==> src/rtl/uart_pkg.sv <==
// ---------------------------------------------------------------------------
// uart_pkg
// Shared constants and types for the UART IP (receiver, transmitter and the
// receive-side byte buffer).
//   UART_DATA_W  : width of one UART character
//   CLKS_PER_BIT : system clocks per bit time at the configured baud rate
// ---------------------------------------------------------------------------
package uart_pkg;

   localparam int UART_DATA_W  = 8;
   localparam int CLKS_PER_BIT = 434;

   typedef logic [UART_DATA_W-1:0] uart_byte_t;

endpackage : uart_pkg

==> src/rtl/uart_sync_fifo.sv <==
// ---------------------------------------------------------------------------
// uart_sync_fifo
// Generic single-clock first-word-fall-through FIFO. No UART knowledge.
// Ports:
//   clk, rst  : clock, synchronous active-high reset
//   i_push    : write request (accepted when not full, or when full and a
//               read happens in the same cycle)
//   i_wdata   : write data
//   i_pop     : read request (ignored while empty)
//   o_rdata   : head entry, valid while o_empty = 0
//   o_level   : number of stored entries, 0..DEPTH
//   o_empty   : level == 0
//   o_full    : level == DEPTH
// ---------------------------------------------------------------------------
module uart_sync_fifo #(
   parameter int DEPTH = 16,
   parameter int WIDTH = 8
) (
   input  logic                     clk,
   input  logic                     rst,
   input  logic                     i_push,
   input  logic [WIDTH-1:0]         i_wdata,
   input  logic                     i_pop,
   output logic [WIDTH-1:0]         o_rdata,
   output logic [$clog2(DEPTH):0]   o_level,
   output logic                     o_empty,
   output logic                     o_full
);

   localparam int          AW       = $clog2(DEPTH);
   localparam logic [AW:0] FULL_LVL = (AW+1)'(DEPTH);

   logic [WIDTH-1:0] r_mem [DEPTH];
   logic [AW-1:0]    r_wp;
   logic [AW-1:0]    r_rp;
   logic [AW:0]      r_level;

   logic w_empty;
   logic w_full;
   logic w_rd;
   logic w_wr;

   assign w_empty = (r_level == '0);
   assign w_full  = (r_level == FULL_LVL);

   // A read only happens when something is stored; a write into a full
   // FIFO is allowed only when the same-cycle read frees the head slot.
   assign w_rd = i_pop & ~w_empty;
   assign w_wr = i_push & (~w_full | w_rd);

   // Pointer and occupancy registers
   always_ff @(posedge clk) begin
      if (rst) begin
         r_wp    <= '0;
         r_rp    <= '0;
         r_level <= '0;
      end else begin
         if (w_wr) begin
            r_wp <= r_wp + 1'b1;
         end
         if (w_rd) begin
            r_rp <= r_rp + 1'b1;
         end
         case ({w_wr, w_rd})
            2'b10:   r_level <= r_level + 1'b1;
            2'b01:   r_level <= r_level - 1'b1;
            default: r_level <= r_level;
         endcase
      end
   end

   // Storage array; contents are deliberately not reset
   always_ff @(posedge clk) begin
      if (w_wr) begin
         r_mem[r_wp] <= i_wdata;
      end
   end

   assign o_rdata = r_mem[r_rp];
   assign o_level = r_level;
   assign o_empty = w_empty;
   assign o_full  = w_full;

endmodule : uart_sync_fifo

==> src/rtl/uart_rx_fifo.sv <==
// ---------------------------------------------------------------------------
// uart_rx_fifo
// Receive-side byte buffer behind the UART receiver. Captures rx_data on
// every falling edge of rx_busy (end of frame) into a FWFT FIFO and presents
// bytes on a valid/ready port.
// Ports:
//   clk, rst  : system clock, synchronous active-high reset
//   rx_busy   : receiver busy flag (start bit through stop bit)
//   rx_data   : received byte, complete when rx_busy falls
//   m_valid   : head byte available
//   m_data    : head byte
//   m_ready   : consumer accepts head byte when m_valid & m_ready
//   level     : stored byte count, 0..DEPTH
//   full      : level == DEPTH
//   rx_irq    : level >= THRESH
//   overrun   : sticky, a byte was dropped because the FIFO was full
//   ovr_clr   : single-cycle clear of overrun (a same-cycle set wins)
// ---------------------------------------------------------------------------
module uart_rx_fifo
   import uart_pkg::*;
#(
   parameter int DEPTH  = 16,
   parameter int THRESH = 8
) (
   input  logic                     clk,
   input  logic                     rst,
   input  logic                     rx_busy,
   input  logic [UART_DATA_W-1:0]   rx_data,
   output logic                     m_valid,
   output logic [UART_DATA_W-1:0]   m_data,
   input  logic                     m_ready,
   output logic [$clog2(DEPTH):0]   level,
   output logic                     full,
   output logic                     rx_irq,
   output logic                     overrun,
   input  logic                     ovr_clr
);

   localparam int          AW         = $clog2(DEPTH);
   localparam logic [AW:0] THRESH_LVL = (AW+1)'(THRESH);

   logic r_busy_d;
   logic r_armed;
   logic r_overrun;

   logic          w_frame_end;
   logic          w_pop;
   logic          w_empty;
   logic          w_full;
   logic          w_ovr_set;
   logic [AW:0]   w_level;
   uart_byte_t    w_head;

   // armed keeps a frame already in progress at reset from being captured
   // as a partial byte: only falling edges seen after an idle sample count.
   assign w_frame_end = r_armed & r_busy_d & ~rx_busy;
   assign w_pop       = m_valid & m_ready;
   assign w_ovr_set   = w_frame_end & w_full & ~w_pop;

   // Edge detect, arming and sticky overrun flag
   always_ff @(posedge clk) begin
      if (rst) begin
         r_busy_d  <= 1'b0;
         r_armed   <= 1'b0;
         r_overrun <= 1'b0;
      end else begin
         r_busy_d <= rx_busy;
         r_armed  <= r_armed | ~rx_busy;
         if (w_ovr_set) begin
            r_overrun <= 1'b1;
         end else if (ovr_clr) begin
            r_overrun <= 1'b0;
         end else begin
            r_overrun <= r_overrun;
         end
      end
   end

   uart_sync_fifo #(
      .DEPTH (DEPTH),
      .WIDTH (UART_DATA_W)
   ) u_fifo (
      .clk     (clk),
      .rst     (rst),
      .i_push  (w_frame_end),
      .i_wdata (rx_data),
      .i_pop   (w_pop),
      .o_rdata (w_head),
      .o_level (w_level),
      .o_empty (w_empty),
      .o_full  (w_full)
   );

   assign m_valid = ~w_empty;
   assign m_data  = w_head;
   assign level   = w_level;
   assign full    = w_full;
   assign rx_irq  = (w_level >= THRESH_LVL);
   assign overrun = r_overrun;

endmodule : uart_rx_fifo
==> config.mk <==
export PLATFORM = sky130hd
export DESIGN_NAME = uart_rx_fifo
export DESIGN_NICKNAME = d
export VERILOG_FILES = /design/src/rtl/uart_pkg.sv /design/src/rtl/uart_sync_fifo.sv /design/src/rtl/uart_rx_fifo.sv
export SDC_FILE = /design/constraint.sdc
export NUM_CORES = 1
export LEC_CHECK = 0
export BUFFER_PORTS_ARGS = -buffer_cell sky130_fd_sc_hd__buf_2
export CELL_PAD_IN_SITES_DETAIL_PLACEMENT = 0
export CELL_PAD_IN_SITES_GLOBAL_PLACEMENT = 1
export CORE_MARGIN = 2
export CORE_UTILIZATION = 53
export DETAILED_ROUTE_END_ITERATION = 6
export HOLD_SLACK_MARGIN = 0.12
export PLACE_DENSITY = 0.83
export REMOVE_ABC_BUFFERS = 1
export SLEW_MARGIN = 20
export SYNTH_ARGS = -nofsm -noshare
export SYNTH_HDL_FRONTEND = slang
export SYNTH_SLANG_ARGS = --single-unit
==> constraint.sdc <==
create_clock -name clk -period 3.91 [get_ports clk]
set_input_delay 0.1955 -clock clk [delete_from_list [all_inputs] [get_ports clk]]
set_output_delay 0.1955 -clock clk [all_outputs]
set_load 0.02 [all_outputs]
==> results.md <==
* Outcome: completed
* NumNets Final at 389
* Int Power at 0.00284 W
* Vias/cell at 5.80
* CTS Buffer Depth at 2
* Total Routed Length at 11400 µm
* Sink Count at between 100 and 150
* Worst-Margin Slew at between 900 and 1000 ps
* Pin count of the biggest net entering global routing at 33
* Count leader, synth: edfxtp_1
* Startpoint type of the worst setup path: flip-flop
* Worst Path Required at 4320 ps
* Boundary Pins at 30
* Final Non-Filler Cells at 521
* Sw Pwr at ~0.00095 W
* Area added between synthesis and finish at 19.1%
* Total leakage power at 2.33 nW
* Hold WS at 469 ps
* Drt wl/cell at 22.0 µm
* Slew Viols, Final at 0
* # DRC at 0
* Full die area at 0.0120 mm²
* Share of cells above drive strength 1 at 35.4%
* Total negative slack at 0 ps
* Post-CTS resize count at 0
* Starting Density at 54.4%
* Clock network power share at 40.5%
* Core area at 0.0109 mm²
* Library cells used by synthesis at 36
* Cell Area, Synth at 0.00593 mm²
* HP Class: in2reg
* Clock Tree Root: clkbuf_8
* Slowest CP cell: or4_4
* Yosys top cell by area: edfxtp_1
* Sequential share of the synthesized area at a little under three quarters
* Clk pin slew, worst setup/hold paths at 60 ps
* Crit path top cell by count: ha_1
* Power share of the sequential group at 46.7%
* Skew-Pair Late Insertion Delay at about 520 ps
* Fraction of registers with async set or reset after synthesis at 0%
* Initial antenna violation count at 0
* Part of the cycle the worst path needs at roughly 73%
* First drt pass iteration count at 4
* Number of antenna-violating nets in the routed design at 0
* Syn Area/Cell at 19.2 µm²
* Vias at 3023
* Post-route clock skew at ~9.1 ps
* Synth top area share at 64.9%
* Logic pwr share at 12.8%
* Highest clock rate at 0.351 GHz
* Die Ht at 110 µm
* Pwr dens at approximately 540 mW/mm²
* Total global-route track usage at 20.7%
* Seq cells post-synth at 148
* Cells after Synth at between 300 and 400
* Total CTS buffers at 17
* RSZ-0062 raised after global routing: no
* Post-synth EDFFs at between 100 and 150
* Inst Count DP at about 480
* Final setup vio count at 0
* Final Critical Period at 2850 ps
* Data arrival, critical path at 3260 ps
* CP max FO at 9
* Post-synth top cells: edfxtp_1 (128), mux4_2 (40), dfxtp_1 (20)
* Endpoint class of the critical path: flip-flop
* Max VDD drop at 0.000308 V
* Crit-path cells: or4_4 -> o21ai_2 -> inv_1 -> ha_1 -> xor2_1 -> ha_1 -> and3b_1 -> o21ai_0 -> a31oi_1 -> mux2_2
* Max Cap Violations at 0
* CTS tree: done
* CP max stage delay at 610 ps
* Slew Limit Headroom at 37.1%
* Number of H-tree levels at 4
* Synth top area cells: edfxtp_1 (65%), mux4_2 (15%), dfxtp_1 (6.8%)
* Kind of critical path: reg2reg
* Gr ovfl total at 0
* First-pass GRT wire length at 16900 µm
* DP HPWL at 6560 µm
* DRT iter0 DRCs at ~210
* FP Rows at 38
* Vias in the first global route at 2923
* Final hold violations at 0
* Ant diodes at 0
* Main synth FF type: edfxtp_1
* Die Span X at 110 µm
* Switch share at 25.0%
* Port bufs at 29
* Placer Congestion at 0.756
* Yosys Warn Count at 0
## stage by stage
stage	worst slack (ps)	total power (W)	utilization [%]	cell area [µm²]
3_3_place_gp	1160	0.00227	58.4	6360
6_report	1060	0.00379	64.8	7060
3_5_place_dp	1080	0.00228	58.4	6360
5_1_grt	891	0.00391	64.8	7060
4_1_cts	1010	0.00381	64.8	7060
2_1_floorplan	782	0.00216	-	5810
## cell type report
type,instances,area (µm²)
Sequential cell,148,4250
Fill cell,722,3830
Multi-Input combinational cell,131,1630
Clock buffer,17,414
Timing Repair Buffer,59,405
Tap cell,140,175
Clock inverter,15,146
Inverter,11,41.3
## power groups by stage
stage,logic [W],clock network (W),registers (W)
CTS,0.000491,0.00155,0.00177
floorplan,0.000311,0,0.00185
global placement,0.000473,0,0.00180
global route,0.000525,0.00161,0.00177
finish,0.000485,0.00153,0.00177
detailed placement,0.000478,0,0.00180
## final timing paths
check	startpoint	depth (start not counted)	endpoint	slack (ps)
max	u_fifo.o_level[1]$_SDFFE_PP0P_	10	u_fifo.o_level[4]$_SDFFE_PP0P_	1060
min	rx_busy	3	r_busy_d$_SDFF_PP0_	470
max reg2reg	u_fifo.o_level[1]$_SDFFE_PP0P_	10	u_fifo.o_level[4]$_SDFFE_PP0P_	1060
min reg2reg	u_fifo.r_rp[3]$_SDFFE_PP0P_	2	flip-flop	550
## layout by cell type (no fill, tap or decap), types with 2 or more instances in the layout
master / instances
nor4_4: 3
mux4_2: 40
clkinvlp_4: 3
nor2_1: 18
inv_6: 5
or3_1: 4
buf_4: 16
xor2_1: 6
dfxtp_1: 19
edfxtp_1: 128
nor2b_1: 5
and3b_1: 2
nand3_1: 2
mux2_2: 2
dlygate4sd3_1: 14
buf_2: 29
a21oi_1: 7
o21ai_0: 6
inv_1: 11
mux2i_1: 3
clkbuf_16: 16
nor3_1: 2
nor4_2: 9
o211ai_1: 2
ha_1: 8
clkinv_4: 4
## registers in the layout, indices dropped and copies added, names as in the netlist, named ones only
register,cells
u_fifo.r_mem,128
u_fifo.o_level,5
u_fifo.r_rp,4
u_fifo.r_wp,4
overrun,1
r_armed,1
r_busy_d,1
## metal layers
layer | GRT usage, % | vias to the layer above | share of wire [%]
li1 | - | 1370 | -
met1 | 25.5 | 1559 | 40
met2 | 35.8 | 84 | 53
met3 | 4.68 | 10 | 5.3
met4 | 7.32 | 0 | 1.1
met5 | 0 | - | 0
## worst max-delay path: cells and delay by family (launching register included)
kind / cells / cell delay, ps
mux: 1 / 340
fa+ha+maj: 2 / 480
flops: 1 / 390
simple gates: 2 / 760
xor+xnor: 1 / 180
compound gates: 3 / 490
buf+inv: 1 / 90
## cell families after synthesis
| family | count (synthesis) | share of synthesized area (%) |
|---|---|---|
| flip-flops | 148 | 71.6 |
| AND/OR/NAND/NOR | 50 | 4.62 |
| multiplexers | 45 | 16.1 |
| buffers and inverters | 30 | 2.60 |
| AO/OA/AOI/OAI | 21 | 2.34 |
| adder cells (fa/ha/maj) | 8 | 1.69 |
| XOR/XNOR | 7 | 1.03 |
## what timing repair did
item                                    4_1_cts  5_1_grt
endpoints found under the setup margin        0        0
hold endpoints to repair                    146        0
hold buffers                                 14        0
setup buffers                                 0        0
No activity file was read; power rests on OpenSTA's default activity.
